<file path="src/rtl/qea_host_ctrl.sv">
// Host-side job sequencer for the QEA core: loads context and initial state,
// starts the core, watches for completion or a hang, then streams the final state out.
module qea_host_ctrl #(
    parameter int PE_NUM_WIDTH            = 2,
    parameter int PE_NUM                  = 4,
    parameter int MAX_QBIT_WIDTH          = 6,
    parameter int STATE_DATA_WIDTH        = 64,
    parameter int STATE_ADDR_WIDTH        = 16,
    parameter int GATE_CONTEXT_DATA_WIDTH = 64,
    parameter int GATE_CONTEXT_ADDR_WIDTH = 16,
    parameter int RD_LATENCY              = 1,
    parameter int TIMEOUT_WIDTH           = 32
) (
    input  logic                                  clk,
    input  logic                                  rst_n,
    input  logic                                  i_cmd_valid,
    output logic                                  o_cmd_ready,
    input  logic [GATE_CONTEXT_ADDR_WIDTH-1:0]    i_ins_num,
    input  logic [MAX_QBIT_WIDTH-1:0]             i_qbit_num,
    input  logic [TIMEOUT_WIDTH-1:0]              i_timeout,
    input  logic                                  i_ctx_valid,
    output logic                                  o_ctx_ready,
    input  logic [GATE_CONTEXT_DATA_WIDTH-1:0]    i_ctx_data,
    input  logic                                  i_st_valid,
    output logic                                  o_st_ready,
    input  logic [PE_NUM*STATE_DATA_WIDTH-1:0]    i_st_data,
    output logic                                  o_rd_valid,
    input  logic                                  i_rd_ready,
    output logic [PE_NUM*STATE_DATA_WIDTH-1:0]    o_rd_data,
    output logic                                  o_qea_start,
    output logic [MAX_QBIT_WIDTH-1:0]             o_qea_qbit_num,
    output logic                                  o_ctx_en,
    output logic                                  o_ctx_wea,
    output logic [GATE_CONTEXT_ADDR_WIDTH-1:0]    o_ctx_addr,
    output logic [GATE_CONTEXT_DATA_WIDTH-1:0]    o_ctx_data,
    output logic                                  o_state_ena,
    output logic                                  o_state_wea,
    output logic [STATE_ADDR_WIDTH-1:0]           o_state_addra,
    output logic [PE_NUM*STATE_DATA_WIDTH-1:0]    o_state_dina,
    input  logic                                  i_qea_complete,
    input  logic [PE_NUM*STATE_DATA_WIDTH-1:0]    i_qea_state_dout,
    output logic                                  o_busy,
    output logic                                  o_done,
    output logic                                  o_error,
    output logic [TIMEOUT_WIDTH-1:0]              o_cycle_count
);

    localparam int ROW_W  = STATE_ADDR_WIDTH + 1;
    localparam int DATA_W = PE_NUM * STATE_DATA_WIDTH;
    localparam int LAT_W  = (RD_LATENCY > 1) ? $clog2(RD_LATENCY) : 1;

    typedef enum logic [2:0] {
        S_IDLE, S_LOAD_CTX, S_LOAD_ST, S_START, S_RUN, S_RD_ISSUE, S_RD_WAIT, S_RD_OUT
    } state_t;

    state_t                               state_reg, state_next;
    logic [GATE_CONTEXT_ADDR_WIDTH-1:0]   ins_num_reg, ins_num_next;
    logic [MAX_QBIT_WIDTH-1:0]            qbit_reg, qbit_next;
    logic [TIMEOUT_WIDTH-1:0]             timeout_reg, timeout_next;
    logic [ROW_W-1:0]                     rows_reg, rows_next;
    logic [GATE_CONTEXT_ADDR_WIDTH-1:0]   ctx_cnt_reg, ctx_cnt_next;
    logic [ROW_W-1:0]                     row_cnt_reg, row_cnt_next;
    logic [TIMEOUT_WIDTH-1:0]             cycle_cnt_reg, cycle_cnt_next;
    logic                                 first_run_reg, first_run_next;
    logic [LAT_W-1:0]                     lat_cnt_reg, lat_cnt_next;
    logic [DATA_W-1:0]                    rd_data_reg, rd_data_next;
    logic                                 error_reg, error_next;
    logic                                 done_reg, done_next;
    logic                                 ctx_en_reg, ctx_en_next;
    logic [GATE_CONTEXT_ADDR_WIDTH-1:0]   ctx_addr_reg, ctx_addr_next;
    logic [GATE_CONTEXT_DATA_WIDTH-1:0]   ctx_data_reg, ctx_data_next;
    logic                                 st_we_reg, st_we_next;
    logic [STATE_ADDR_WIDTH-1:0]          st_addr_reg, st_addr_next;
    logic [DATA_W-1:0]                    st_dina_reg, st_dina_next;

    logic                                 cmd_bad;
    logic [MAX_QBIT_WIDTH-1:0]            row_shift;
    logic [ROW_W-1:0]                     rows_calc;
    logic [TIMEOUT_WIDTH-1:0]             cyc_inc;

    assign cmd_bad   = (i_ins_num == '0)
                    || (int'(i_qbit_num) < PE_NUM_WIDTH)
                    || (int'(i_qbit_num) > STATE_ADDR_WIDTH + PE_NUM_WIDTH);
    assign row_shift = i_qbit_num - MAX_QBIT_WIDTH'(PE_NUM_WIDTH);
    // One spare bit so a full 2^STATE_ADDR_WIDTH-row job is still representable.
    assign rows_calc = ROW_W'(1) << row_shift;
    assign cyc_inc   = (&cycle_cnt_reg) ? cycle_cnt_reg : cycle_cnt_reg + 1'b1;

    always_comb begin
        state_next     = state_reg;
        ins_num_next   = ins_num_reg;
        qbit_next      = qbit_reg;
        timeout_next   = timeout_reg;
        rows_next      = rows_reg;
        ctx_cnt_next   = ctx_cnt_reg;
        row_cnt_next   = row_cnt_reg;
        cycle_cnt_next = cycle_cnt_reg;
        first_run_next = first_run_reg;
        lat_cnt_next   = lat_cnt_reg;
        rd_data_next   = rd_data_reg;
        error_next     = error_reg;
        done_next      = 1'b0;
        ctx_en_next    = 1'b0;
        ctx_addr_next  = ctx_addr_reg;
        ctx_data_next  = ctx_data_reg;
        st_we_next     = 1'b0;
        st_addr_next   = st_addr_reg;
        st_dina_next   = st_dina_reg;

        case (state_reg)
            S_IDLE: begin
                if (i_cmd_valid) begin
                    error_next = 1'b0;
                    if (cmd_bad) begin
                        error_next = 1'b1;
                    end else begin
                        ins_num_next = i_ins_num;
                        qbit_next    = i_qbit_num;
                        timeout_next = i_timeout;
                        rows_next    = rows_calc;
                        ctx_cnt_next = '0;
                        state_next   = S_LOAD_CTX;
                    end
                end
            end
            S_LOAD_CTX: begin
                if (i_ctx_valid) begin
                    ctx_en_next   = 1'b1;
                    ctx_addr_next = ctx_cnt_reg;
                    ctx_data_next = i_ctx_data;
                    if (ctx_cnt_reg == ins_num_reg - 1'b1) begin
                        row_cnt_next = '0;
                        state_next   = S_LOAD_ST;
                    end else begin
                        ctx_cnt_next = ctx_cnt_reg + 1'b1;
                    end
                end
            end
            S_LOAD_ST: begin
                if (i_st_valid) begin
                    st_we_next   = 1'b1;
                    st_addr_next = row_cnt_reg[STATE_ADDR_WIDTH-1:0];
                    st_dina_next = i_st_data;
                    if (row_cnt_reg == rows_reg - 1'b1) begin
                        state_next = S_START;
                    end else begin
                        row_cnt_next = row_cnt_reg + 1'b1;
                    end
                end
            end
            S_START: begin
                cycle_cnt_next = '0;
                first_run_next = 1'b1;
                state_next     = S_RUN;
            end
            S_RUN: begin
                first_run_next = 1'b0;
                // A complete left over from a previous job is masked for one cycle.
                if (!first_run_reg && i_qea_complete) begin
                    row_cnt_next = '0;
                    state_next   = S_RD_ISSUE;
                end else begin
                    cycle_cnt_next = cyc_inc;
                    if ((timeout_reg != '0) && (cyc_inc >= timeout_reg)) begin
                        error_next = 1'b1;
                        state_next = S_IDLE;
                    end
                end
            end
            S_RD_ISSUE: begin
                lat_cnt_next = '0;
                state_next   = S_RD_WAIT;
            end
            S_RD_WAIT: begin
                if (lat_cnt_reg == LAT_W'(RD_LATENCY - 1)) begin
                    rd_data_next = i_qea_state_dout;
                    state_next   = S_RD_OUT;
                end else begin
                    lat_cnt_next = lat_cnt_reg + 1'b1;
                end
            end
            S_RD_OUT: begin
                if (i_rd_ready) begin
                    if (row_cnt_reg == rows_reg - 1'b1) begin
                        done_next  = 1'b1;
                        state_next = S_IDLE;
                    end else begin
                        row_cnt_next = row_cnt_reg + 1'b1;
                        state_next   = S_RD_ISSUE;
                    end
                end
            end
            default: state_next = S_IDLE;
        endcase
    end

    always_ff @(posedge clk or negedge rst_n) begin
        if (!rst_n) begin
            state_reg     <= S_IDLE;
            ins_num_reg   <= '0;
            qbit_reg      <= '0;
            timeout_reg   <= '0;
            rows_reg      <= '0;
            ctx_cnt_reg   <= '0;
            row_cnt_reg   <= '0;
            cycle_cnt_reg <= '0;
            first_run_reg <= 1'b0;
            lat_cnt_reg   <= '0;
            rd_data_reg   <= '0;
            error_reg     <= 1'b0;
            done_reg      <= 1'b0;
            ctx_en_reg    <= 1'b0;
            ctx_addr_reg  <= '0;
            ctx_data_reg  <= '0;
            st_we_reg     <= 1'b0;
            st_addr_reg   <= '0;
            st_dina_reg   <= '0;
        end else begin
            state_reg     <= state_next;
            ins_num_reg   <= ins_num_next;
            qbit_reg      <= qbit_next;
            timeout_reg   <= timeout_next;
            rows_reg      <= rows_next;
            ctx_cnt_reg   <= ctx_cnt_next;
            row_cnt_reg   <= row_cnt_next;
            cycle_cnt_reg <= cycle_cnt_next;
            first_run_reg <= first_run_next;
            lat_cnt_reg   <= lat_cnt_next;
            rd_data_reg   <= rd_data_next;
            error_reg     <= error_next;
            done_reg      <= done_next;
            ctx_en_reg    <= ctx_en_next;
            ctx_addr_reg  <= ctx_addr_next;
            ctx_data_reg  <= ctx_data_next;
            st_we_reg     <= st_we_next;
            st_addr_reg   <= st_addr_next;
            st_dina_reg   <= st_dina_next;
        end
    end

    // Read issue shares the STATE RAM port with the registered load writes.
    assign o_state_ena    = st_we_reg | (state_reg == S_RD_ISSUE);
    assign o_state_wea    = st_we_reg;
    assign o_state_addra  = (state_reg == S_RD_ISSUE) ? row_cnt_reg[STATE_ADDR_WIDTH-1:0]
                                                      : st_addr_reg;
    assign o_state_dina   = st_dina_reg;
    assign o_ctx_en       = ctx_en_reg;
    assign o_ctx_wea      = ctx_en_reg;
    assign o_ctx_addr     = ctx_addr_reg;
    assign o_ctx_data     = ctx_data_reg;
    assign o_cmd_ready    = (state_reg == S_IDLE);
    assign o_busy         = (state_reg != S_IDLE);
    assign o_ctx_ready    = (state_reg == S_LOAD_CTX);
    assign o_st_ready     = (state_reg == S_LOAD_ST);
    assign o_qea_start    = (state_reg == S_START);
    assign o_rd_valid     = (state_reg == S_RD_OUT);
    assign o_rd_data      = rd_data_reg;
    assign o_qea_qbit_num = qbit_reg;
    assign o_done         = done_reg;
    assign o_error        = error_reg;
    assign o_cycle_count  = cycle_cnt_reg;

endmodule
</file>
<file path="config.mk">
export PLATFORM = sky130hd
export DESIGN_NAME = qea_host_ctrl
export DESIGN_NICKNAME = d
export VERILOG_FILES = /design/src/rtl/qea_host_ctrl.sv
export SDC_FILE = /design/constraint.sdc
export NUM_CORES = 1
export LEC_CHECK = 0
export BUFFER_PORTS_ARGS = -buffer_cell sky130_fd_sc_hd__clkbuf_2
export CORE_AREA = 2 2 505 507
export CTS_CLUSTER_SIZE = 14
export DETAILED_ROUTE_END_ITERATION = 10
export DIE_AREA = 0 0 507 509
export PLACE_DENSITY_LB_ADDON = 0.25
export SETUP_SLACK_MARGIN = 0.5
export SLEW_MARGIN = 10
export SYNTH_ARGS = -nofsm -noshare
export SYNTH_HDL_FRONTEND = slang
export SYNTH_SLANG_ARGS = --single-unit
</file>
<file path="constraint.sdc">
create_clock -name clk -period 11.81 [get_ports clk]
set_input_delay 1.7715 -clock clk [delete_from_list [all_inputs] [get_ports clk]]
set_output_delay 1.7715 -clock clk [all_outputs]
set_load 0.01 [all_outputs]
</file>
==> run_results.csv <==
group,metric,value,unit
placed_design,routabilityCongestion,0.891,
synth,yosysTopAreaCell,"dfrtp_1",
final_layout,final_common_cell,"clkbuf_2",
drt,drc,0,
power,power,12.9,mW
synth,syn-cell-area,31600,µm²
clocking,postCtsSetupRepairBufs,0,
floorplanning,row_count,185,
final_layout,stdcell_area,45700,µm²
synth,netlist_instances,2408,
timing,fin_tns_setup,0,ns
final_layout,instances_no_fill,7191,
synth,synth-simple-area-share,0.0779,
placed_design,post-dp-hpwl,159,mm
drt,routed_wl,189,mm
clocking,cts_buffer_depth,3,
synth,synth_fa_ha_area_frac,0.0150,
final_layout,layout_common_cells,"1293 x clkbuf_2, 752 x dfrtp_1, 625 x mux2_2, 214 x nand2_1, 111 x o21ai_0",
drt,drt-initial-drc-count,1627,
synth,synth_top_area_frac,0.595,
synth,avgSynthCellArea,13.1,µm²
worst_setup_path,r2r_end,"o_error",
clocking,cts_inserted_buffers,98,
worst_setup_path,critPathMaxFanout,21,
global_route,grt_max_degree,141,
synth,ys_ff_latch,752,
timing,skew,0.0630,ns
power,ir_drop,0.000125,V
synth,synth_compound_area_frac,0.0457,
worst_setup_path,worstPathArrival,3.20,ns
timing,whs,0.475,ns
worst_setup_path,cp_num_buf_inv,2,
worst_setup_path,setup.reg_to_reg.worst_slack,7.00,ns
floorplanning,initial_core_util,0.125,
timing,drv_slew,0,
synth,synth_top_family_by_area,"multiplexers",
global_route,antenna_found_initial,124,
floorplanning,fp.coreArea,253000,µm²
timing,fin_crit_sh,0.421,
job,max_cap_violations,0,
worst_setup_path,criticalPathCategory,"reg2out",
power,leakagePower,21.1,nW
synth,synth_nets,3083,
clocking,path_clk_slew,0.06,ns
floorplanning,dieArea,258000,µm²
timing,rsz0062_at_grt,"false",
final_layout,drive_gt1_frac,0.564,
synth,synth_enable_flop_cells,0,
timing,tightest_slew,1.11,ns
worst_setup_path,critPathTopFamily,"simple AND/OR/NAND/NOR gates",
worst_setup_path,reg2reg_from,"o_cycle_count[4]",
drt,drt-pass1-iter-count,7,
timing,hold_violations,0,
synth,yosys.area_share.xor_xnor,0.0205,
worst_setup_path,critPathCaptureType,"output pin",
synth,synthDistinctLibCells,76,
outcome,status,"finished clean",
global_route,grt_usage,0.141,
final_layout,area_growth,44.3,%
final_layout,fin_nets,4381,
synth,synth_mux_area_frac,0.224,
placed_design,place_area,42200,µm²
synth,ys.flop_type,"dfrtp_1",
final_layout,fillCellCount,28185,
worst_setup_path,cp_slowest_cell,"nand2_1",
placed_design,dp_cells,6972,
clocking,cts_max_level,3,
floorplanning,pin_count,1295,
global_route,grt_pass1_wl,245,mm
drt,postRouteAntennaNets,0,
worst_hold_path,hp-class,"reg2reg",
worst_setup_path,cp_cell_sequence,"inv_1 -> nor2_1 -> nand2_1 -> o21ai_0 -> clkbuf_2",
clocking,cts_tree,"yes",
drt,wl_per_cell,26.2,µm
worst_setup_path,startpoint_type,"flop",
timing,final.min_clock_period,4.98,ns
timing,setup_viol,0,
drt,vias,25658,
placed_design,port_buffers,1294,
synth,async_flop_share,1.00,
timing,max_freq,0.201,GHz
timing,max_slew_margin,0.251,
worst_hold_path,hold_start,"o_qea_qbit_num[2]",
synth,synth-seq-area-share,0.595,
power,cellPowerDensity,283,nW/µm²
clocking,cts_repair_resize_count,0,
global_route,first_global_vias,25754,
clocking,cts-root-buf,"clkbuf_16",
drt,viasPerCell,3.57,
worst_setup_path,required,10.04,ns
floorplanning,dieWidth,507,µm
synth,yosys_warnings,0,
clocking,cts.sinks,752,
worst_setup_path,worst_path_largest_cell_delay,0.65,ns
clocking,insertion_delay,0.79,ns
floorplanning,die_height,509,µm
worst_setup_path,worstRegToRegCells,17,
clocking,cts_hold_buf,0,
global_route,overflow,0,
worst_hold_path,min_path_cells,2,
worst_hold_path,whs_endpoint,"o_qea_qbit_num[2]",
synth,synthTopCellsByArea,"dfrtp_1 59%, mux2_2 22%, nand2_1 2.5%",
## logic make-up after synthesis
logic type | Yosys count
multiplexers | 629
AND/OR/NAND/NOR | 495
AO/OA/AOI/OAI | 235
adder cells (fa/ha/maj) | 38
flip-flops | 752
XOR/XNOR | 74
buffers and inverters | 185
## worst reg2reg max path: stages (launching register included)
cell       delay (ns)
dfrtp_1          0.45
nand4_1          0.25
nor4_1           0.60
nand4_1          0.23
a2111oi_0        0.42
buf_4            0.22
and4_1           0.28
and3_1           0.23
xor2_1           0.17
ha_1             0.26
nand4_1          0.14
nor2_1           0.07
a221oi_1         0.32
a31oi_1          0.16
a211oi_1         0.49
nor2_1           0.10
a211oi_1         0.23
nor2_1           0.07
## layout make-up
type	count	area, µm²	share of cell area
flip-flops and latches	752	18800	0.412
multi-input cells	1471	12200	0.266
repair buffers	1319	6750	0.148
well taps	3366	4210	0.0922
clock buffers	130	2750	0.0603
clock inverters	49	633	0.0139
inverters	64	240	0.00526
diodes	40	100	0.00219
## synth_stat cells, drive strengths merged, types with 10 or more instances
cell type,n
nand3,40
or4,10
xor2,33
inv,64
nand2,215
o21ai,118
nand4,34
ha,38
buf,16
xnor2,41
and3,23
mux2,625
o31ai,10
dfrtp,752
a21oi,34
nor4,27
nand2b,11
nor2,58
nor3,22
clkbuf,105
or3,19
## report_power, final
part           internal [mW]  switching, mW
Combinational           2.10           3.18
Sequential              3.74          0.766
Clock                   1.81           1.33
Total                   7.66           5.29
## worst max path at each step
stage	from	end	slack, ns	cells after the start
finish	state_reg[2]	o_state_addra[7]	6.83	5
detailed placement	o_cycle_count[4]	o_error	6.97	17
CTS	state_reg[2]	o_state_addra[7]	6.66	5
global route	o_cycle_count[4]	o_error	6.46	17
global placement	state_reg[0]	o_busy	6.97	3
floorplan	o_cycle_count[8]	o_error	7.82	17
## metrics by stage
step	util	worst slack [ns]
floorplan	-	7.82
global route	0.180	6.46
detailed placement	0.167	6.97
CTS	0.180	6.66
finish	0.181	6.83
global placement	0.167	6.97
## routing by layer
metal,global-route usage,vias to the layer above,wire [µm],share of wire
met5,0,-,688,0.0036
met1,0.152,12943,69200,0.37
met4,0.0363,106,4550,0.024
li1,-,11186,-,-
met3,0.105,286,29600,0.16
met2,0.217,1137,84600,0.45
Power figures use the tool's default switching activity.
